==> config.mk <==
export PLATFORM = sky130hd
export DESIGN_NAME = mem_port_arbiter
export DESIGN_NICKNAME = d
export VERILOG_FILES = /design/src/rtl/mem_arb_pkg.sv /design/src/rtl/mem_arb_tag_fifo.sv /design/src/rtl/mem_port_arbiter.sv
export SDC_FILE = /design/constraint.sdc
export NUM_CORES = 1
export LEC_CHECK = 0
export ABC_CLOCK_PERIOD_IN_PS = 4300
export CORE_AREA = 2 2 105 107
export DETAILED_ROUTE_END_ITERATION = 6
export DIE_AREA = 0 0 107 109
export PLACE_DENSITY = 0.71
export SLEW_MARGIN = 20
export SYNTH_ARGS = -nofsm -noshare
export SYNTH_HDL_FRONTEND = slang
export SYNTH_HIERARCHICAL = 1
export SYNTH_SLANG_ARGS = --single-unit
export TNS_END_PERCENT = 1
==> constraint.sdc <==
create_clock -name i_clk_ahb -period 4.3 [get_ports i_clk_ahb]
set_input_delay 0.86 -clock i_clk_ahb [delete_from_list [all_inputs] [get_ports i_clk_ahb]]
set_output_delay 0.86 -clock i_clk_ahb [all_outputs]
set_load 0.02 [all_outputs]
==> src/rtl/mem_arb_pkg.sv <==
// mem_arb_pkg: shared types, constants and helpers for mem_port_arbiter.
package mem_arb_pkg;
  typedef enum logic {ARB, LOCK} arb_state_t;
  localparam logic RD = 1'b0;
  localparam logic WR = 1'b1;
  function automatic int clog2_min1(input int n);
    return (n <= 2) ? 1 : $clog2(n);
  endfunction
endpackage

==> src/rtl/mem_arb_tag_fifo.sv <==
// mem_arb_tag_fifo: flop-based FIFO of requester ids for reads awaiting return data.
module mem_arb_tag_fifo #(
  parameter int DEPTH = 4,
  parameter int ID_W  = 1
) (
  input  logic            i_clk_ahb,
  input  logic            i_rstn_ahb,
  input  logic            push_i,
  input  logic [ID_W-1:0] push_id_i,
  input  logic            pop_i,
  output logic [ID_W-1:0] head_id_o,
  output logic            full_o,
  output logic            empty_o
);
  localparam int AW = $clog2(DEPTH);
  localparam int PW = AW + 1;
  logic [PW-1:0]   wr_q, rd_q;
  logic [ID_W-1:0] mem_q [DEPTH];
  // The extra pointer MSB distinguishes full from empty when the index bits match.
  assign full_o    = (wr_q[AW] != rd_q[AW]) && (wr_q[AW-1:0] == rd_q[AW-1:0]);
  assign empty_o   = wr_q == rd_q;
  assign head_id_o = mem_q[rd_q[AW-1:0]];
  always_ff @(posedge i_clk_ahb or negedge i_rstn_ahb) begin
    if (!i_rstn_ahb) begin
      wr_q  <= '0;
      rd_q  <= '0;
      mem_q <= '{default: '0};
    end else begin
      if (push_i) begin
        mem_q[wr_q[AW-1:0]] <= push_id_i;
        wr_q                <= wr_q + PW'(1);
      end
      if (pop_i) rd_q <= rd_q + PW'(1);
    end
  end
endmodule

==> src/rtl/mem_port_arbiter.sv <==
// mem_port_arbiter: shares one memory port among NUM_REQ requesters with round-robin grant and read-return routing.
// Define MEM_ARB_FIXED_PRIO_EN for fixed priority (requester 0 highest) instead of round-robin.
module mem_port_arbiter
  import mem_arb_pkg::*;
#(
  parameter int NUM_REQ         = 2,
  parameter int DATA_WIDTH      = 32,
  parameter int ADDR_WIDTH      = 32,
  parameter int MAX_OUTSTANDING = 4
) (
  input  logic                          i_clk_ahb,
  input  logic                          i_rstn_ahb,
  input  logic [NUM_REQ-1:0]            i_req_valid,
  input  logic [NUM_REQ-1:0]            i_req_rd0_wr1,
  input  logic [NUM_REQ*ADDR_WIDTH-1:0] i_req_addr,
  input  logic [NUM_REQ*DATA_WIDTH-1:0] i_req_wr_data,
  output logic [NUM_REQ-1:0]            o_req_ready,
  output logic [NUM_REQ-1:0]            o_req_rd_valid,
  output logic [DATA_WIDTH-1:0]         o_req_rd_data,
  output logic                          o_valid,
  output logic                          o_rd0_wr1,
  output logic [ADDR_WIDTH-1:0]         o_addr,
  output logic [DATA_WIDTH-1:0]         o_wr_data,
  input  logic                          i_ready,
  input  logic                          i_rd_valid,
  input  logic [DATA_WIDTH-1:0]         i_rd_data,
  output logic                          o_rd_orphan
);
  localparam int IDW = clog2_min1(NUM_REQ);
  localparam logic [NUM_REQ-1:0] ONE = NUM_REQ'(1);
  arb_state_t     state_q, state_d;
  logic [IDW-1:0] grant_q, grant_d, grant, arb_id, start, head_id;
  logic [NUM_REQ-1:0] elig;
  logic full, empty, xfer, push, pop;
  function automatic logic [IDW-1:0] wrap_add(input logic [IDW-1:0] a, input int b);
    logic [IDW:0] s;
    s = {1'b0, a} + (IDW+1)'(b);
    return (s >= (IDW+1)'(NUM_REQ)) ? IDW'(s - (IDW+1)'(NUM_REQ)) : IDW'(s);
  endfunction
  // Writes bypass the tag FIFO, so only reads are held off when it is full.
  assign elig = i_req_valid & (i_req_rd0_wr1 | {NUM_REQ{!full}});
`ifdef MEM_ARB_FIXED_PRIO_EN
  assign start = '0;
`else
  logic [IDW-1:0] rr_q, rr_d;
  assign start = rr_q;
  assign rr_d  = xfer ? wrap_add(grant, 1) : rr_q;
  always_ff @(posedge i_clk_ahb or negedge i_rstn_ahb) begin
    if (!i_rstn_ahb) rr_q <= '0;
    else rr_q <= rr_d;
  end
`endif
  // Scan downward so the lowest offset from start is the one that sticks.
  always_comb begin
    arb_id = '0;
    for (int i = NUM_REQ - 1; i >= 0; i--)
      if (elig[wrap_add(start, i)]) arb_id = wrap_add(start, i);
  end
  assign grant   = (state_q == LOCK) ? grant_q : arb_id;
  assign o_valid = i_rstn_ahb && ((state_q == LOCK) || (|elig));
  assign xfer    = o_valid && i_ready;
  always_comb begin
    o_addr    = '0;
    o_wr_data = '0;
    o_rd0_wr1 = RD;
    for (int k = 0; k < NUM_REQ; k++)
      if (o_valid && grant == IDW'(k)) begin
        o_addr    = i_req_addr[k*ADDR_WIDTH +: ADDR_WIDTH];
        o_wr_data = i_req_wr_data[k*DATA_WIDTH +: DATA_WIDTH];
        o_rd0_wr1 = i_req_rd0_wr1[k];
      end
  end
  assign o_req_ready    = xfer ? (ONE << grant) : '0;
  assign push           = xfer && (o_rd0_wr1 == RD);
  assign pop            = i_rstn_ahb && i_rd_valid && !empty;
  assign o_rd_orphan    = i_rstn_ahb && i_rd_valid && empty;
  assign o_req_rd_valid = pop ? (ONE << head_id) : '0;
  assign o_req_rd_data  = pop ? i_rd_data : '0;
  always_comb begin
    state_d = (state_q == ARB) ? ((o_valid && !i_ready) ? LOCK : ARB) : (i_ready ? ARB : LOCK);
    grant_d = (state_q == ARB && o_valid && !i_ready) ? arb_id : grant_q;
  end
  always_ff @(posedge i_clk_ahb or negedge i_rstn_ahb) begin
    if (!i_rstn_ahb) begin
      state_q <= ARB;
      grant_q <= '0;
    end else begin
      state_q <= state_d;
      grant_q <= grant_d;
    end
  end
  mem_arb_tag_fifo #(.DEPTH(MAX_OUTSTANDING), .ID_W(IDW)) u_tag_fifo (
    .i_clk_ahb (i_clk_ahb),
    .i_rstn_ahb(i_rstn_ahb),
    .push_i    (push),
    .push_id_i (grant),
    .pop_i     (pop),
    .head_id_o (head_id),
    .full_o    (full),
    .empty_o   (empty)
  );
endmodule

==> implementation parameters, run 1 <==
Parameter                              Value

Status
  Result of the run ... complete, no violations

Synth
  Post-synthesis instance total ... 338
  Part of the Yosys area used for sequential elements ... 15.23%
  Post-synthesis net count ... 511
  Flops & latches, synth ... 13
  Mean cell area of the mapped netlist ... 6.319 sq um
  Netlist Area Pre-Place ... 2136 sq um
  Cell variety after synth ... 34
  Yosys warning total ... 6

Timing
  Share of the cycle needed by the critical path after routing ... 92.26%
  Final worst clock skew ... 0.004026 ns
  Highest Clock Rate ... 252.1 MHz
  Worst rel slew slack ... 52.70%
  Min Tclk post-route ... 3.967 ns
  Setup tns final ... 0 ns
  Setup WS post-layout ... 0.3327 ns
  Number of setup violations in the final report ... 0
  Count of endpoints failing hold in the final timing report ... 0
  RSZ-0062 raised after global routing ... no
  Max-slew violation total from the final report ... 0
  Worst slew pin tran ... 0.7069 ns

Placed design
  Number of buffers added on ports ... 270
  Worst slack, placed ... 0.3398 ns
  DP Wirelength ... 8724 um
  Routability cong. ... 0.8178
  Area of placed instances ... 4985 sq um

Clock tree
  Post-CTS clock slew at the launch and capture registers of the worst setup and hold paths ... 0.06 ns
  Maximum level of the CTS H-tree ... 1
  Hold buffers post-CTS ... 0
  Clock latency at the later pin of the worst-skew pair ... 0.24 ns
  CTS tree ... done
  Post-CTS Setup Inserts ... 0
  Maximum clock path buffer count ... 2
  Post_cts resized ... 0
  Cell at the root of the clock tree ... sky130_fd_sc_hd__clkbuf_8
  Number of buffers added by the clock tree synthesis step ... 3
  Clock Sink Count ... 13

Worst hold path
  Worst Hold Launch ... u_tag_fifo/rd_q[2]
  Worst min-delay path category ... reg2reg

Critical path
  Cells traversed along the worst timing path ... clkdlybuf4s50_1, a22o_1, o31ai_4, buf_4, a21oi_1, clkdlybuf4s50_1
  Slowest-stage cell, CP ... sky130_fd_sc_hd__clkdlybuf4s50_1
  Most frequent cell on the critical path ... sky130_fd_sc_hd__clkdlybuf4s50_1
  Largest delay contributor family on the critical path ... buffers and inverters
  Worst Path Buf+Inv ... 3
  Critical R2R Launch ... u_tag_fifo/wr_q[1]
  Kind of capture point of the worst setup path ... primary output
  Longest individual stage delay on the worst path ... 0.57 ns
  Launch point of the critical path ... i_req_valid[1]
  Data arrival, critical path ... 3.11 ns
  Critical Path RT ... 3.44 ns
  Top fanout value on the critical path ... 34
  Crit start category ... input pin
  Startpoint-to-endpoint class of the critical path ... in2out

Final layout
  Design area ... 5030 sq um
  Multi-input combinational cell area ... 1635 sq um
  Sequential cell area ... 325.3 sq um
  Final Net Count ... 760
  Antenna Diode Count ... 0
  # fillers ... 1015
  Layout cell share with drive strength beyond 1 ... 4.608%
  Area growth from synthesis to layout ... 135.5%
  Layout Utilization ... 47.44%

Power
  Sequential fraction of design power ... 12.5%
  Power per unit of standard cell area ... 378.4 nW/um^2
  Part of the total power dissipated in the clock network ... 5.7%
  Power share of the combinational group ... 81.8%
  Worst IR drop on VDD ... 228.5 uV
  Reported leakage power ... 1.887 nW
  Cell-internal power ... 0.9910 mW
  P_sw ... 0.9125 mW
  Total power ... 1.903 mW
  Net Sw Frac ... 47.94%

Global routing
  First-pass GRT wire length ... 16700 um
  Grt total ovfl ... 0
  Overall routing resource usage ... 17.43%
  Pin count of the biggest net entering global routing ... 52
  Vias in the first global route ... 3224
  Number of antenna violations at the first check in global routing ... 0

Die
  Die ar. ... 11660 sq um
  Initial standard-cell utilization of the core ... 20.14%
  Std cell rows ... 38
  Top-level port count ... 271
  Die Span X ... 107 um
  Die Ht ... 109 um
  Core Area ... 10600 sq um

Detailed routing
  Number of detailed-route iterations in the first pass ... 4
  Final ANT Viol Nets ... 0
  Initial drt markers ... 327
  Residual DRC ... 0
  Wire per inst ... 15.35 um
  Routed vias ... 3456
  Vias per inst ... 4.760
  Wire length after detailed routing ... 11140 um

Job
  Maxcap violations ... 0
-- per-stage QoR --
| stage | std cells | hold slack [ns] |
|---|---|---|
| 4_1_cts | 726 | 0.4944 |
| 2_1_floorplan | 338 | 0.4551 |
| 3_3_place_gp | 722 | 0.4752 |
| 6_report | 726 | 0.4917 |
| 3_5_place_dp | 722 | 0.4867 |
| 5_1_grt | 726 | 0.5130 |
-- layer usage --
layer,up-vias,wire length [um],global-route usage (%)
met5,-,0,0
met4,0,166,3.525
met3,14,826,2.690
met2,145,5505,30.44
met1,1598,4642,22.85
li1,1699,-,-
-- layout by cell type (no fill, tap or decap), types with 4 or more instances in the layout --
cell and count:
sky130_fd_sc_hd__a21oi_1 66, sky130_fd_sc_hd__and2_1 33, sky130_fd_sc_hd__buf_4 9, sky130_fd_sc_hd__clkdlybuf4s50_1 270
sky130_fd_sc_hd__dfrtp_1 13, sky130_fd_sc_hd__ha_1 5, sky130_fd_sc_hd__inv_1 4, sky130_fd_sc_hd__mux2_1 4
sky130_fd_sc_hd__nand2_1 8, sky130_fd_sc_hd__nand3_1 65, sky130_fd_sc_hd__nor2_1 6, sky130_fd_sc_hd__o21ai_0 67
sky130_fd_sc_hd__xor2_1 4
-- registers in the layout, summed over array words and instances, names as in the netlist --
signal            cells
u_tag_fifo/mem_q      4
u_tag_fifo/rd_q       3
u_tag_fifo/wr_q       3
grant_q               1
rr_q                  1
state_q               1
-- cell type report --
| class | instances | share of cell area (%) |
|---|---|---|
| Clock buffer | 4 | 0.8955 |
| Inverter | 5 | 0.3731 |
| Multi-Input combinational cell | 282 | 32.51 |
| Sequential cell | 13 | 6.468 |
| Tap cell | 140 | 3.483 |
| Timing Repair Buffer | 282 | 56.27 |
-- cells in the mapped netlist --
cell / number / share of area, %
sky130_fd_sc_hd__dfrtp_1: 13 / 15
sky130_fd_sc_hd__nor2b_2: 1 / 0.41
sky130_fd_sc_hd__inv_2: 1 / 0.18
sky130_fd_sc_hd__xor2_1: 4 / 1.6
sky130_fd_sc_hd__a21oi_1: 66 / 15
sky130_fd_sc_hd__nor2_1: 6 / 1.1
sky130_fd_sc_hd__o2111ai_1: 1 / 0.41
sky130_fd_sc_hd__clkbuf_2: 3 / 0.70
sky130_fd_sc_hd__nand2_2: 1 / 0.29
sky130_fd_sc_hd__o31ai_1: 1 / 0.35
sky130_fd_sc_hd__mux2_1: 4 / 2.1
sky130_fd_sc_hd__buf_4: 5 / 1.8
sky130_fd_sc_hd__nor3b_1: 1 / 0.35
sky130_fd_sc_hd__nand3_1: 65 / 15
sky130_fd_sc_hd__o2111a_1: 1 / 0.53
sky130_fd_sc_hd__o21ai_0: 67 / 16
sky130_fd_sc_hd__o31ai_4: 1 / 1.0
sky130_fd_sc_hd__nand2b_1: 2 / 0.59
sky130_fd_sc_hd__and3_1: 1 / 0.29
sky130_fd_sc_hd__clkbuf_1: 19 / 3.3
sky130_fd_sc_hd__ha_1: 5 / 2.9
sky130_fd_sc_hd__o211ai_1: 1 / 0.35
sky130_fd_sc_hd__inv_1: 4 / 0.70
sky130_fd_sc_hd__a22o_1: 1 / 0.41
sky130_fd_sc_hd__mux4_2: 1 / 1.1
sky130_fd_sc_hd__mux2_4: 1 / 0.70
sky130_fd_sc_hd__and3b_1: 1 / 0.41
sky130_fd_sc_hd__mux2_2: 1 / 0.53
sky130_fd_sc_hd__buf_2: 11 / 2.6
sky130_fd_sc_hd__nand2_1: 9 / 1.6
sky130_fd_sc_hd__o21ba_2: 1 / 0.47
sky130_fd_sc_hd__nor3_1: 2 / 0.47
sky130_fd_sc_hd__and2_1: 34 / 10
sky130_fd_sc_hd__xnor2_1: 3 / 1.2
-- power by group through the flow --
stage / Clock (mW) / Combinational (mW) / Sequential [mW]
global placement: 0 / 1.53 / 0.235
floorplan: 0 / 0.862 / 0.222
detailed placement: 0 / 1.55 / 0.240
global route: 0.120 / 1.68 / 0.246
finish: 0.109 / 1.56 / 0.238
CTS: 0.112 / 1.56 / 0.238
-- cell families (layout without fill, tap and decap cells) --
logic type      after synthesis  count (layout)  synth area share (%)
compound gates              140             140                 34.68
simple gates                123             123                 30.64
buf+inv                      43             291                 9.256
flops                        13              13                 15.23
xor+xnor                      7               7                 2.871
mux                           7               7                 4.393
fa+ha+maj                     5               5                 2.929
-- path summary, 6_finish.rpt --
kind,slack [ns],cells past startpoint,to
worst min register to register,0.49,1,u_tag_fifo/rd_q[2]
max in group asynchronous,2.99,2,u_tag_fifo/rd_q[0]
worst max-delay path,0.33,6,o_wr_data[19]
min in group asynchronous,1.14,2,u_tag_fifo/wr_q[1]
worst min-delay path,0.49,1,u_tag_fifo/rd_q[2]
worst max register to register,1.58,10,u_tag_fifo/mem_q[2]
No activity file was read; power rests on OpenSTA's default activity.
==> run 2, diff against run 1 <==
==> constraint.sdc (replaced) <==
create_clock -name i_clk_ahb -period 4.3 [get_ports i_clk_ahb]
set_input_delay 0.86 -clock i_clk_ahb [delete_from_list [all_inputs] [get_ports i_clk_ahb]]
set_output_delay 0.86 -clock i_clk_ahb [all_outputs]
set_load 0.005 [all_outputs]
==> implementation parameters, run 2 (synthesized netlist as in run 1, its figures left out) <==
Parameter                              Value

Detailed routing
  Initial drt markers ... 303 (-7.3%)
  Vias per inst ... 4.798 (+0.78%)
  Top Layer Used ... met4
  Wire per inst ... 15.50 um (+1.0%)
  Routed wl met2 ... 5687 um (+3.3%)
  Number of detailed-route iterations in the first pass ... 5 (+1)
  Routed vias ... 3483 (+0.78%)
  Wl on met1 ... 4655 um (+0.28%)
  Residual DRC ... 0 (unchanged)
  Final ANT Viol Nets ... 0 (unchanged)
  Met3 wirelength from detailed routing ... 757 um (-8.4%)
  Wire length after detailed routing ... 11250 um (+1.0%)

Critical path
  Longest individual stage delay on the worst path ... 0.54 ns (-0.03 ns)
  Cells traversed along the worst timing path ... clkdlybuf4s50_1, nand2b_1, o2111a_2, buf_4, o21ai_0, a21oi_1, clkdlybuf4s50_1
  Worst Path Buf+Inv ... 3 (unchanged)
  Crit start category ... input pin
  Kind of capture point of the worst setup path ... primary output
  Critical Path RT ... 3.44 ns (about the same)
  Largest delay contributor family on the critical path ... buffers and inverters
  Top fanout value on the critical path ... 41 (+21%)
  Startpoint-to-endpoint class of the critical path ... in2out
  Most frequent cell on the critical path ... sky130_fd_sc_hd__clkdlybuf4s50_1
  Slowest-stage cell, CP ... sky130_fd_sc_hd__clkdlybuf4s50_1
  Data arrival, critical path ... 3.08 ns (-0.03 ns)

Global routing
  Number of antenna violations at the first check in global routing ... 0 (unchanged)
  Grt total ovfl ... 0 (unchanged)
  Pin count of the biggest net entering global routing ... 42 (-19%)
  Overall routing resource usage ... 17.37% (-0.063 points)
  Vias in the first global route ... 3293 (+2.1%)
  First-pass GRT wire length ... 16480 um (-1.3%)

Power
  Power per unit of standard cell area ... 330.0 nW/um^2 (-13%)
  Reported leakage power ... 1.873 nW (-0.75%)
  Worst IR drop on VDD ... 275.7 uV (+21%)

Placed design
  DP Wirelength ... 8819 um (+1.1%)
  Routability cong. ... 0.8474 (+3.6%)
  Number of buffers added on ports ... 270 (unchanged)

Die
  Die Ht ... 109 um (unchanged)
  Core Area ... 10600 sq um (unchanged)
  Std cell rows ... 38 (unchanged)
  Die Span X ... 107 um (unchanged)
  Initial standard-cell utilization of the core ... 20.14% (unchanged)
  Die ar. ... 11660 sq um (unchanged)
  Top-level port count ... 271 (unchanged)

Clock tree
  CTS tree ... done
  Post-CTS Setup Inserts ... 0 (unchanged)
  Clock latency at the later pin of the worst-skew pair ... 0.24 ns (about the same)
  Post_cts resized ... 0 (unchanged)
  Clock Sink Count ... 13 (unchanged)
  Number of buffers added by the clock tree synthesis step ... 3 (unchanged)
  Cell at the root of the clock tree ... sky130_fd_sc_hd__clkbuf_8
  Maximum clock path buffer count ... 2 (unchanged)
  Post-CTS clock slew at the launch and capture registers of the worst setup and hold paths ... 0.05 ns (about the same)
  Hold buffers post-CTS ... 0 (unchanged)
  Maximum level of the CTS H-tree ... 1 (unchanged)

Timing
  Max-slew violation total from the final report ... 0 (unchanged)
  Setup tns final ... 0 ns (unchanged)
  Worst slew pin tran ... 0.7782 ns (+0.07122 ns)
  Final worst clock skew ... 0.002246 ns (-0.001780 ns)
  Final hold slack ... 0.4905 ns (-0.001147 ns)
  Count of endpoints failing hold in the final timing report ... 0 (unchanged)
  Min Tclk post-route ... 3.939 ns (-0.02872 ns)
  Number of setup violations in the final report ... 0 (unchanged)
  RSZ-0062 raised after global routing ... no
  Highest Clock Rate ... 253.9 MHz (+0.73%)
  Share of the cycle needed by the critical path after routing ... 91.59% (-0.67 points)
  Worst rel slew slack ... 47.94% (-4.8 points)

Final layout
  Registers with the highest flip-flop counts ... u_tag_fifo/mem_q (4), u_tag_fifo/rd_q (3), u_tag_fifo/wr_q (3)
  Most frequent standard cell in the layout excluding fill and tap cells ... sky130_fd_sc_hd__clkdlybuf4s50_1
  Antenna Diode Count ... 0 (unchanged)
  Flip-flop count of the largest register after layout ... 4 (unchanged)
  Top library cells by usage in the layout, fill and taps aside ... sky130_fd_sc_hd__clkdlybuf4s50_1, sky130_fd_sc_hd__o21ai_0, sky130_fd_sc_hd__a21oi_1
  Final Net Count ... 760 (unchanged)
  Area growth from synthesis to layout ... 133.7%
  Reg with most FFs ... u_tag_fifo/mem_q
  Layout cell share with drive strength beyond 1 ... 4.608% (unchanged)

Status
  Result of the run ... complete, no violations

Worst hold path
  Worst min-delay path category ... reg2reg

Job
  Maxcap violations ... 0 (unchanged)
run 2: cell types whose count changed in the layout (fill, tap and decap cells not counted):
cell                     change
sky130_fd_sc_hd__buf_12      -3
sky130_fd_sc_hd__buf_4       +3
run 2: path summary, 6_finish.rpt:
kind / depth (start not counted) / startpoint / end / slack (ns)
worst max-delay path: 7 / i_req_rd0_wr1[1] / o_wr_data[13] / 0.36
worst min-delay path: 1 / u_tag_fifo/mem_q[2] / u_tag_fifo/mem_q[2] / 0.49
worst max register to register: 9 / u_tag_fifo/wr_q[1] / u_tag_fifo/mem_q[2] / 1.51
worst min register to register: 1 / u_tag_fifo/mem_q[2] / u_tag_fifo/mem_q[2] / 0.49
max in group asynchronous: 2 / i_rstn_ahb / u_tag_fifo/wr_q[2] / 3.22
min in group asynchronous: 2 / i_rstn_ahb / u_tag_fifo/mem_q[1] / 0.94
run 2: report_power, final:
group / internal [mW] / total (mW) / switching, mW
combinational: 0.720 / 1.30 / 0.581
clock: 0.0655 / 0.110 / 0.0442
sequential: 0.180 / 0.237 / 0.0570
total: 0.965 / 1.65 / 0.682
run 2: layout make-up:
cell class	count	area, sq um
multi-input combinational	282	1635
tap	140	175.2
fill	1020	5610
sequential	13	325.3
timing repair buffer	282	2793
inverter	5	18.77
clock buffer	4	45.04
run 2: layer usage:
| layer | track usage (%) | up-vias |
|---|---|---|
| met2 | 31.57 | 160 |
| met3 | 2.989 | 12 |
| li1 | - | 1697 |
| met4 | 4.267 | 0 |
| met5 | 0 | - |
| met1 | 21.29 | 1614 |
run 2: through the flow:
| step | std cells | util (%) | power, mW | setup WS (ns) | instance area, sq um |
|---|---|---|---|---|---|
| after global routing | 726 | 47.09 | 1.782 | 0.2356 | 4992 |
| after detailed placement | 722 | 46.66 | 1.540 | 0.3867 | 4947 |
| after floorplan | 338 | - | 0.8587 | 1.646 | 2136 |
| final | 726 | 47.09 | 1.647 | 0.3614 | 4992 |
| after global placement | 722 | 46.66 | 1.514 | 0.4275 | 4947 |
| after CTS | 726 | 47.09 | 1.658 | 0.3857 | 4992 |
run 2: worst reg2reg max path, delay by kind of cell (launching register included):
kind / cells / cell delay, ns
DFF: 1 / 0.42
and+or+nand+nor: 4 / 1.10
buffers and inverters: 1 / 0.25
AOI/OAI and AO/OA: 2 / 0.39
xor gates and xnor gates: 1 / 0.19
muxes: 1 / 0.31
